File: src/rtl/mult_block_scheduler.sv
// Round-robin scheduler granting the shared multiplier/buffer block to one of two requesters per block.
// Optional per-requester block counters and a stall counter are enabled with MULT_SCHED_STATS_EN.
module mult_block_scheduler #(
    parameter int LOGDEPTH     = 6,
    parameter int WIDTH        = 16,
    parameter int FLUSH_CYCLES = 4
) (
    input  logic             clk,
    input  logic             rst,
    input  logic             req0_valid,
    input  logic [15:0]      req0_a,
    input  logic [15:0]      req0_b,
    output logic             req0_ready,
    input  logic             req1_valid,
    input  logic [15:0]      req1_a,
    input  logic [15:0]      req1_b,
    output logic             req1_ready,
    output logic             EN_mult,
    output logic [15:0]      mult_input0,
    output logic [15:0]      mult_input1,
    input  logic             RDY_mult,
    output logic             EN_blockRead,
    input  logic             VALID_memVal,
    input  logic [WIDTH-1:0] memVal_data,
    output logic             res_valid,
    output logic [WIDTH-1:0] res_data,
    output logic             res_owner,
    output logic             busy
`ifdef MULT_SCHED_STATS_EN
    ,
    output logic [15:0]      blk_cnt0,
    output logic [15:0]      blk_cnt1,
    output logic [15:0]      stall_cnt
`endif
);

    localparam int DEPTH = 1 << LOGDEPTH;
    localparam logic [LOGDEPTH:0] CNT_FULL = (LOGDEPTH+1)'(DEPTH);
    localparam logic [LOGDEPTH:0] CNT_LAST = (LOGDEPTH+1)'(DEPTH - 1);
    localparam logic [3:0]        FLUSH_LAST = 4'(FLUSH_CYCLES - 1);

    typedef enum logic [2:0] {IDLE, FILL, FLUSH, READ_REQ, DRAIN} state_t;

    state_t            state, state_nxt;
    logic              prio, prio_nxt;
    logic              owner, owner_nxt;
    logic [LOGDEPTH:0] issue_cnt, issue_nxt;
    logic [LOGDEPTH:0] beat_cnt, beat_nxt;
    logic [3:0]        flush_cnt, flush_nxt;
    logic              own_valid, fire, beat, blk_done;

    logic              vld_p0;
    logic              owner_p0;
    logic [WIDTH-1:0]  data_p0;

    always_comb begin
        own_valid = owner ? req1_valid : req0_valid;
        fire      = (state == FILL) && own_valid && RDY_mult;
        beat      = (state == DRAIN) && VALID_memVal;
        blk_done  = beat && (beat_cnt == CNT_LAST);
    end

    always_ff @(posedge clk) begin
        if (!rst) begin
            state     <= IDLE;
            prio      <= 1'b0;
            owner     <= 1'b0;
            issue_cnt <= '0;
            beat_cnt  <= '0;
            flush_cnt <= '0;
        end else begin
            state     <= state_nxt;
            prio      <= prio_nxt;
            owner     <= owner_nxt;
            issue_cnt <= issue_nxt;
            beat_cnt  <= beat_nxt;
            flush_cnt <= flush_nxt;
        end
    end

    always_comb begin
        state_nxt = state;
        prio_nxt  = prio;
        owner_nxt = owner;
        issue_nxt = issue_cnt;
        beat_nxt  = beat_cnt;
        flush_nxt = flush_cnt;
        unique case (state)
            IDLE: begin
                if (req0_valid || req1_valid) begin
                    // Contention is resolved by prio; a lone requester always wins.
                    owner_nxt = (req0_valid && req1_valid) ? prio : req1_valid;
                    issue_nxt = '0;
                    state_nxt = FILL;
                end
            end
            FILL: begin
                if (fire) begin
                    issue_nxt = (issue_cnt == CNT_FULL) ? issue_cnt : issue_cnt + 1'b1;
                    if (issue_cnt == CNT_LAST) begin
                        flush_nxt = '0;
                        state_nxt = FLUSH;
                    end
                end
            end
            FLUSH: begin
                if (flush_cnt == FLUSH_LAST) begin
                    state_nxt = READ_REQ;
                end else begin
                    flush_nxt = flush_cnt + 1'b1;
                end
            end
            READ_REQ: begin
                beat_nxt  = '0;
                state_nxt = DRAIN;
            end
            DRAIN: begin
                if (beat) begin
                    beat_nxt = (beat_cnt == CNT_FULL) ? beat_cnt : beat_cnt + 1'b1;
                end
                if (blk_done) begin
                    prio_nxt  = ~prio;
                    state_nxt = IDLE;
                end
            end
            default: state_nxt = IDLE;
        endcase
    end

    always_comb begin
        EN_mult      = fire;
        req0_ready   = fire && !owner;
        req1_ready   = fire && owner;
        mult_input0  = (state == FILL) ? (owner ? req1_a : req0_a) : 16'h0;
        mult_input1  = (state == FILL) ? (owner ? req1_b : req0_b) : 16'h0;
        EN_blockRead = (state == READ_REQ);
        busy         = (state != IDLE);
    end

    // Stage p0: read beats registered on their way to the result port.
    always_ff @(posedge clk) begin
        if (!rst) begin
            vld_p0   <= 1'b0;
            owner_p0 <= 1'b0;
            data_p0  <= '0;
        end else begin
            vld_p0 <= beat;
            if (beat) begin
                owner_p0 <= owner;
                data_p0  <= memVal_data;
            end
        end
    end

    assign res_valid = vld_p0;
    assign res_data  = data_p0;
    assign res_owner = owner_p0;

`ifdef MULT_SCHED_STATS_EN
    always_ff @(posedge clk) begin
        if (!rst) begin
            blk_cnt0  <= 16'h0;
            blk_cnt1  <= 16'h0;
            stall_cnt <= 16'h0;
        end else begin
            if (blk_done && !owner) blk_cnt0 <= blk_cnt0 + 16'h1;
            if (blk_done && owner)  blk_cnt1 <= blk_cnt1 + 16'h1;
            if ((state == FILL) && own_valid && !RDY_mult && (stall_cnt != 16'hFFFF)) begin
                stall_cnt <= stall_cnt + 16'h1;
            end
        end
    end
`endif

endmodule

File: config.mk
export PLATFORM = sky130hd
export DESIGN_NAME = mult_block_scheduler
export DESIGN_NICKNAME = d
export VERILOG_FILES = /design/src/rtl/mult_block_scheduler.sv
export SDC_FILE = /design/constraint.sdc
export NUM_CORES = 1
export LEC_CHECK = 0
export ABC_AREA = 1
export CORE_ASPECT_RATIO = 0.6
export CORE_MARGIN = 4
export CORE_UTILIZATION = 40
export DETAILED_ROUTE_END_ITERATION = 10
export PLACE_DENSITY_LB_ADDON = 0.12
export SLEW_MARGIN = 20
export SYNTH_ARGS = -nofsm -noshare
export SYNTH_HDL_FRONTEND = slang
export SYNTH_SLANG_ARGS = --single-unit
File: constraint.sdc
create_clock -name clk -period 2.4 [get_ports clk]
set_input_delay 0.48 -clock clk [delete_from_list [all_inputs] [get_ports clk]]
set_output_delay 0.48 -clock clk [all_outputs]
set_load 0.01 [all_outputs]
* Word-level counts from Yosys, hierarchy flattened *
Index checks and enable logic that the tools add are counted.

word-level totals
  register bits after elaboration = 41
  input bits = 86
  output and inout bits = 55
  word-level logic and storage cells = 74

operators by class
  add/sub/neg operators = 3
  eq/ne operators = 18
  mux-type cells = 23
  bitwise operators = 1
  reduce and logical (&&, ||, !) cells = 20

operators with widths
  kind                   count
  $mux W16               4
  $mux W7                5
  $pmux W7 S2            2
  $ne A2 B2 Y1 const B   8
  $mux W3                5
  $pmux W3 S5            1
  $add A7 B1 Y7 const B  2
  $eq A7 B6 Y1 const B   2
  $eq A7 B7 Y1 const B   2
  $mux W4                3
  $pmux W4 S2            1
  $reduce_and A4 Y1      2
  $logic_and A1 B1 Y1    7
  $eq A3 B2 Y1 const B   2
  $reduce_bool A2 Y1     3
  $reduce_and A5 Y1      1
  $add A4 B1 Y4 const B  1
  $eq A4 B2 Y1 const B   1
  $reduce_and A2 Y1      2
  $eq A3 B1 Y1 const B   1
  $eq A3 B3 Y1 const B   1
  $logic_not A3 Y1       1
  $reduce_and A3 Y1      1
  $reduce_bool A3 Y1     1
  5 further kinds        6

* Logic depth before layout (Yosys ltp) *
Gate-level depths: netlist (run 1).

  depth in word-level cells = 5
  gate-level depth with buffers = 11
  mapped depth without buffers = 11

* Worst setup path before layout (run 1) *
No wires, ideal clock.

  kind = flip-flop to output port
  start = register state[2]
  end = output port mult_input0[0]
  arrival time = 1.104 ns
  data required time = 1.920 ns
  slack = 0.816 ns
  stages on the path, launching flop included = 6
  buffers on the path = 2
  cells stage by stage = dfxtp_1 inv_1 nand3_4 buf_2 buf_2 a21oi_1

on the way
  word-level cells in the longest chain between the ends = 2

ends and longest elaborated chain
  what                      line  RTL
  start: declaration        44    state_t state, state_nxt;
  start signal: assignment  72    state <= state_nxt;
  $eq A3 B1 Y1              134   mult_input0 = (state == FILL) ? (owner ? req1_a : req0_a) : 16'h0;
  $mux W16                  134
  end: declaration          19    output logic [15:0] mult_input0,

Every way passes these cells.

* Final worst setup path (run 1) *
Ends and elaborated chain as after synthesis.

==> impl_results.md, run 1 <==
* Status: finished, final reports clean
* Die Footprint at 7550 um^2
* Synth Cell Area at 2470 um^2
* Worst Skew at 0.00879 ns
* Post-Synthesis Cells at 389
* Die X-Extent at 110 um
* Reg2reg setup slack at 0.80 ns
* #FFs+latches synth at 41
* Vias per cell at 4.84
* Int Pwr at 1860 uW
* Max incr delay on CP at 0.56 ns
* Layout cells sized above 1 at 8.66%
* DR vias at 2957
* GRT Residual Overflow at 0
* Mapped Nets at 480
* Simple-Gate Fraction of Synth Area at 36.9%
* Hold Path Class: reg2reg
* Critical-path top delay cell: clkdlybuf4s50_1
* Largest net degree at the start of global routing at 35
* Synth warnings at 0
* Max Fanout on Critical Path at 34
* Post-DP HPWL at 6220 um
* N_diodes at 0
* Final worst path period need at 2.27 ns
* CTS buffer count at 5
* Final antenna-violating net count at 0
* Worst R2R Path Depth at 8
* Worst rel slew slack at 81.0%
* Clk slew on worst S/H paths at 0.07 ns
* Adder-Cell Fraction of Synth Area at 2.53%
* Clk pwr share at 17.1%
* Input/output buffers at 140
* Sequential Power Share at 26.9%
* Most frequent cells after synthesis: 102 x nand2_1, 63 x nor2_1, 51 x a21oi_1, 41 x dfxtp_1, 28 x inv_1
* Ports at 141
* Fin Hold WS at 0.480 ns
* First-pass GRT wire length at 12100 um
* Critical path cell sequence: inv_1, nand3_4, buf_12, a21oi_1, clkdlybuf4s50_1
* Largest area contributor in the netlist: dfxtp_1
* Crit start category: flop
* Post-synthesis mux area share at 0%
* Hold Path Depth at 2
* Layout Nets at 622
* Area grow syn2layout at 67.9%
* Top cells by area, synth: dfxtp_1 33%, nand2_1 15%, a21oi_1 10%, nor2_1 9.6%, o21ai_0 4.9%
* Critical R2R Launch: issue_cnt[0]
* Pwr dens at 748 nW/um^2
* FMAX at 440 MHz
* Starting density of the core at 42.8%
* Vias in the first global route at 2771
* Root buffer cell: clkbuf_8
* Hold Path Sink: beat_cnt[6]
* Final Total Pwr at 3110 uW
* Num Clock Sinks at 41
* Lkg Pwr at 0.00205 uW
* Synth top area share at 33.2%
* Initial antenna violation count at 0
* Main synth FF type: dfxtp_1
* H-Tree Depth at 2
* Post-Synth XOR/XNOR Area at 0.708%
* Syn avg cell area at 6.36 um^2
* Actual slew at the worst max-slew pin at 0.284 ns
* # setup viols final at 0
* Number of flops mapped to enable cells by yosys at 0
* CP arrival at 1.79 ns
* Core area at 5780 um^2
* Drt total wl at 7920 um
* Comb power frac at 56.0%
* Crit share post-route at 94.6%
* Cell Rows at 21
* Hold path startpoint: beat_cnt[6]
* Worst-Skew Late Latency at 0.29 ns
* Main combinational cell family by area after synthesis: simple AND/OR/NAND/NOR gates
* DR pass1 iterations at 4
* RD Place Congestion at 0.855
* Post-synth cell types at 34
* Cell with the most instances after synthesis: nand2_1
* Clk buf depth at 2
* Post-synthesis async set-or-reset flop share at 0%
* Worst Path Required at 1.92 ns
* Crit-path leading delay family: buffers and inverters
* Max-slew violations at 0
* Seq/Total Area, Yosys at 33.2%
* Synth Area in Compound Gates at 18.4%
* Net Sw Frac at 40.1%
* FF-to-FF End: flush_cnt[2]
* Die H at 68.9 um
* CTS tree: yes
* CP Capture Type: output pin
* Sw power at 1250 uW
* Worst Path Buf+Inv at 3
* Setup TNS at 0 ns
* DRC at 0
* Max capacitance violation total at 0
* GR Util All Layers at 19.8%
* RSZ-0062 raised after global routing: no
* WS Path Type: reg2out
* Initial DRC Count at 121
* Final Hold Viols at 0
* Peak supply drop at 0.396 mV
* Dpl ws at 0.0263 ns
* Final WS setup at 0.130 ns
* Wirelength per Cell at 13.0 um
* Final Core Density at 71.9%
## layer usage
metal | part of all wire (%) | global-route usage (%) | vias up | wire, um
met5 | 0 | 0 | - | 0
met4 | 0.27 | 2.49 | 0 | 21
met3 | 6.4 | 5.77 | 5 | 508
met2 | 50 | 35.8 | 82 | 3960
met1 | 43 | 24.2 | 1344 | 3420
li1 | - | - | 1526 | -
## worst reg2reg max path, delay by kind of cell, from the launching register on
family,cells,cell delay [ns]
AND/OR/NAND/NOR,4,0.55
buffers and inverters,1,0.14
adder cells (fa/ha/maj),1,0.22
AO/OA/AOI/OAI,2,0.17
flip-flops,1,0.40
## through the flow
stage | std cells | cell area, um^2
6_report | 611 | 4160
5_1_grt | 611 | 4160
4_1_cts | 609 | 4090
3_5_place_dp | 602 | 3980
3_3_place_gp | 602 | 3980
2_1_floorplan | 389 | 2470
## how the worst max path moves through the flow
| stage | from | endpoint | cells past startpoint |
|---|---|---|---|
| 2_1_floorplan | state[2] | mult_input0[0] | 5 |
| 3_3_place_gp | req0_valid | EN_mult | 6 |
| 3_5_place_dp | req0_valid | EN_mult | 6 |
| 4_1_cts | req0_valid | EN_mult | 6 |
| 5_1_grt | state[2] | mult_input0[9] | 5 |
| 6_report | state[2] | mult_input0[0] | 5 |
## final cells by class
| cell class | count | area, um^2 |
|---|---|---|
| flip-flops and latches | 41 | 823 |
| clock buffers | 5 | 68.8 |
| well taps | 80 | 100 |
| inverters | 32 | 125 |
| multi-input cells | 299 | 1450 |
| fillers | 491 | 1620 |
| clock inverters | 2 | 35.0 |
| repair buffers | 152 | 1560 |
## power by group through the flow
stage,clock network [uW],logic (uW),registers [uW]
CTS,547,1750,834
global route,577,1910,850
finish,533,1740,837
detailed placement,0,1740,845
floorplan,0,964,836
global placement,0,1720,840
## registers in the layout, indices dropped and copies added, names as in the netlist
register and count:
res_data 16, beat_cnt 7, issue_cnt 7, flush_cnt 4
state 3, owner 1, prio 1, res_owner 1
res_valid 1
## cells in the final DEF, fill, tap and decap left out, types with 2 or more instances in the layout
cell type,instances
inv_1,28
a21oi_1,51
nand2_2,6
buf_4,10
nand2_4,2
nand3_1,19
clkbuf_8,5
o21ai_1,3
a21oi_4,2
nor2_1,63
inv_2,3
dfxtp_2,2
o21ai_0,24
clkdlybuf4s50_1,120
ha_1,5
dfxtp_1,39
nor2_4,4
nor3_1,4
nand2_1,102
dlymetal6s2s_1,20
nor2_2,2
## cell families after synthesis
kind of cell / count (synthesis)
AND/OR/NAND/NOR: 208
AO/OA/AOI/OAI: 84
buffers and inverters: 49
flip-flops: 41
adder cells (fa/ha/maj): 5
XOR/XNOR: 2
## timing repair
| action | in CTS | in global routing |
|---|---|---|
| gates cloned | 0 | 0 |
| buffers inserted | 0 | 2 |
| endpoints found under the setup margin | 1 | 34 |
| gates resized for setup | 3 | 21 |
| hold buffers | 0 | 0 |
| pin swaps | 0 | 1 |
| endpoints found under the hold margin | 0 | 0 |
(Power assumes the default switching activity.)
==> run 2, diff against run 1 <==
SETUP_SLACK_MARGIN = 0.3   (was not set)
==> impl_results.md, run 2 (synthesis results as in run 1) <==
* Status: finished, final reports clean
* H-Tree Depth at 2
* Max capacitance violation total at 0
* Leading cell type in the layout, fill and taps excluded: clkdlybuf4s50_1
* CTS buffer count at 5
* Initial DRC Count at 135
* Layout Nets at 622
* Peak supply drop at 0.346 mV
* Worst-Skew Late Latency at 0.29 ns
* Crit share post-route at 84.3%
* Core area at 5780 um^2
* Die Footprint at 7550 um^2
* GRT Residual Overflow at 0
* Area grow syn2layout at 62.9%
* Final WS setup at 0.377 ns
* Actual slew at the worst max-slew pin at 0.283 ns
* Root buffer cell: clkbuf_8
* Starting density of the core at 42.8%
* Crit start category: flop
* RD Place Congestion at 0.855
* RSZ-0062 raised after global routing: no
* CTS tree: yes
* Placed cell area at 3980 um^2
* FMAX at 494 MHz
* DR vias at 3023
* Highest-count cells in the layout ignoring fill and taps: 105 x clkdlybuf4s50_1, 102 x nand2_1, 63 x nor2_1
* Die X-Extent at 110 um
* First-pass GRT wire length at 12300 um
* Critical-path top delay cell: clkdlybuf4s50_1
* Ports at 141
* Worst Skew at 0.00999 ns
* Post-DP HPWL at 6220 um
* GR Util All Layers at 20.2%
* Fin Hold WS at 0.480 ns
* # setup viols final at 0
* DRC at 0
* Cts hold-fix bufs at 0
* Vias per cell at 4.95
* WS Path Type: reg2out
* Setup TNS at 0 ns
* Num Clock Sinks at 41
* Final antenna-violating net count at 0
* DR pass1 iterations at 4
* Post-Layout Inst Area at 4030 um^2
* Critical path cell sequence: nor2_2, nand2_1, clkdlybuf4s50_1
* Initial antenna violation count at 0
* Input/output buffers at 140
* Drt total wl at 8010 um
* Die H at 68.9 um
* Max Fanout on Critical Path at 4
* Wirelength per Cell at 13.1 um
* Largest net degree at the start of global routing at 35
* Final worst path period need at 2.02 ns
* Max incr delay on CP at 0.59 ns
* Final Hold Viols at 0
* N_diodes at 0
* Layout cells sized above 1 at 12.1%
* Reg2reg setup slack at 0.81 ns
* CP arrival at 1.54 ns
* Vias in the first global route at 2806
* Cell Rows at 21
* Largest register FFs at 16
* Lkg Pwr at 0.00183 uW
* Clk buf depth at 2
* Dpl ws at 0.0263 ns
* CP Capture Type: output pin
* Clk slew on worst S/H paths at 0.07 ns
* Max-slew violations at 0
* Pwr dens at 759 nW/um^2
* Worst rel slew slack at 81.1%
* # fillers at 506
* Worst Path Required at 1.92 ns
* Hold Path Class: reg2reg
## run 2: changes by cell type in the layout (fill, tap and decap cells not counted), sizes merged
cell	previous run	this run
clkbuf	5	21
dlygate4sd2	0	19
buf	12	11
bufbuf	0	1
clkdlybuf4s50	120	105
dlymetal6s2s	20	0
## run 2: critical path, delay by kind of cell, from the launching register on
kind / cells / cell delay [ns]
buffers and inverters: 1 / 0.59
flip-flops: 1 / 0.41
AND/OR/NAND/NOR: 2 / 0.25
## run 2: cell type report
cell class                 count  area [um^2]  share of cell area, %
clock inverter                 2         35.0                  0.869
clock buffer                   5         68.8                   1.71
inverter                      32          125                   3.10
tap                           80          100                   2.48
sequential                    41          823                   20.4
multi-input combinational    299         1450                   36.0
timing repair buffer         152         1430                   35.4
## run 2: stage by stage
stage / util [%] / instances / power [uW]
4_1_cts: 70.7 / 611 / 3100
3_3_place_gp: 68.8 / 602 / 2560
2_1_floorplan: - / 389 / 1800
5_1_grt: 69.8 / 611 / 3290
3_5_place_dp: 68.8 / 602 / 2580
6_report: 69.8 / 611 / 3060
## run 2: where the power goes
group	switching, uW	internal, uW
combinational	949	741
clock	229	302
sequential	80.7	759
## run 2: path summary, 6_finish.rpt
check,start,to,depth (start not counted)
worst max-delay path,state[1],busy,3
worst min-delay path,beat_cnt[6],beat_cnt[6],2
worst max register to register,issue_cnt[0],flush_cnt[1],8
worst min register to register,beat_cnt[6],beat_cnt[6],2
## run 2: routing by layer
| metal | vias up | global-route usage [%] | routed length [um] |
|---|---|---|---|
| met1 | 1374 | 24.9 | 3410 |
| met5 | - | 0 | 0 |
| met4 | 0 | 3.27 | 48 |
| met3 | 7 | 5.77 | 574 |
| met2 | 110 | 35.9 | 3980 |
| li1 | 1532 | - | - |
## run 2: what timing repair did
item / CTS / global route
resized for setup: 39 / 34
pin swaps: 1 / 0
gates cloned: 1 / 0
buffers inserted: 1 / 0
setup endpoints to repair: 36 / 19
==> run 3, diff against run 2 <==
CORE_UTILIZATION = 39   (was 40)
clock period = 2 ns   (was 2.4 ns; I/O delays follow)
==> impl_results.md, run 3 (synthesis results as in run 1) <==
* Inst Count DP at 615
* Core area at 6140 um^2
* Final Hold Viols at 0
* GR Util All Layers at 20.9%
* Input/output buffers at 140
* Die Footprint at 7730 um^2
* Crit start category: flop
* Die H at 69.7 um
* Hold Path Class: reg2reg
* Cell depth of the worst setup path at 7
* Cell Rows at 22
* Worst Skew at 0.00725 ns
* Initial DRC Count at 118
* Largest net degree at the start of global routing at 25
* Lkg Pwr at 0.00203 uW
* FMAX at 554 MHz
* Worst-Skew Late Latency at 0.29 ns
* Initial antenna violation count at 0
* Worst rel slew slack at 81.3%
* Actual slew at the worst max-slew pin at 0.279 ns
* WS Path Type: reg2out
* N_diodes at 0
* Layout cells sized above 1 at 28.2%
* Pwr dens at 989 nW/um^2
* CP Capture Type: output pin
* Clk buf depth at 2
* GRT Residual Overflow at 0
* Max capacitance violation total at 0
* Leading cell type in the layout, fill and taps excluded: clkdlybuf4s50_1
* Worst Path Buf+Inv at 5
* Final worst path period need at 1.81 ns
* Clk slew on worst S/H paths at 0.07 ns
* Crit-path leading delay family: buffers and inverters
* Hold Path Depth at 1
* Post-DP HPWL at 6160 um
* Vias per cell at 4.89
* Layout Nets at 654
* Cell Count, Final, Fillers Out at 648
* Max Fanout on Critical Path at 5
* Worst R2R Path Depth at 13
* Max-slew violations at 0
* CTS tree: yes
* DRC at 0
* RD Place Congestion at 0.860
* Fin Hold WS at 0.493 ns
* # fillers at 486
* Root buffer cell: clkbuf_8
* Vias in the first global route at 3018
* CTS buffer count at 5
* DR pass1 iterations at 4
* Die X-Extent at 111 um
* H-Tree Depth at 2
* Worst Path Required at 1.60 ns
* Max incr delay on CP at 0.34 ns
* Final antenna-violating net count at 0
* Highest-count cells in the layout ignoring fill and taps: 101 x clkdlybuf4s50_1, 93 x nand2_1, 62 x nor2_1
* Ports at 141
* Starting density of the core at 40.3%
* DR vias at 3168
* Peak supply drop at 0.486 mV
* Drt total wl at 8990 um
* RSZ-0062 raised after global routing: yes
* Status: finished, final reports clean
* Largest register FFs at 16
* Crit share post-route at 90.3%
* Wirelength per Cell at 13.9 um
* Num Clock Sinks at 41
* Cts hold-fix bufs at 0
* Critical-path top delay cell: dfxtp_2
* First-pass GRT wire length at 13900 um
* CP arrival at 1.41 ns
* Critical path cell sequence: inv_2, nand3_4, buf_12, buf_16, buf_6, a21oi_2, buf_2
* Area grow syn2layout at 82.1%
* # setup viols final at 0
## run 3: stage by stage
stage	area [um^2]	setup WS (ns)	utilization [%]	TNS, ns	power, uW
5_1_grt	4510	0.126	73.4	0	4740
6_report	4510	0.194	73.4	0	4460
4_1_cts	4270	0.119	69.6	0	4130
2_1_floorplan	2470	0.496	-	0	2160
3_5_place_dp	4100	-0.160	66.8	-0.555	3260
3_3_place_gp	4100	-0.134	66.8	-0.332	3230
## run 3: final timing paths
path               start        endpoint  slack, ns
max             state[1]  mult_input1[3]       0.19
min          beat_cnt[0]     beat_cnt[0]       0.49
max reg2reg     state[2]    issue_cnt[1]       0.33
min reg2reg  beat_cnt[0]     beat_cnt[0]       0.49
## run 3: power by group
group          total (uW)  internal (uW)  switching, uW
Sequential           1010            918           95.7
Combinational        2760           1320           1440
Clock                 682            407            275
## run 3: repair_timing
action,CTS,global route
pin swaps,3,16
buffers inserted,11,9
gates cloned,2,3
endpoints found under the setup margin,37,44
gates resized for setup,161,51
## run 3: cell type report
cell class / count / area [um^2] / share of cell area (%)
clock buffers: 7 / 86.3 / 1.92
clock inverters: 1 / 30.0 / 0.666
inverters: 32 / 135 / 3.00
multi-input cells: 299 / 1600 / 35.5
flip-flops and latches: 41 / 831 / 18.4
well taps: 84 / 105 / 2.33
repair buffers: 184 / 1720 / 38.1
## run 3: layer usage
layer	up-vias	GRT usage (%)	part of all wire [%]
met2	98	36.5	49
met3	16	5.41	5.0
met5	-	0	0
met4	0	4.51	1.4
met1	1450	26.1	44
li1	1604	-	-
## run 3: worst reg2reg max path, delay by kind of cell, from the launching register on
kind	cells	cell delay, ns
buf+inv	6	0.69
flops	1	0.34
simple gates	7	0.57
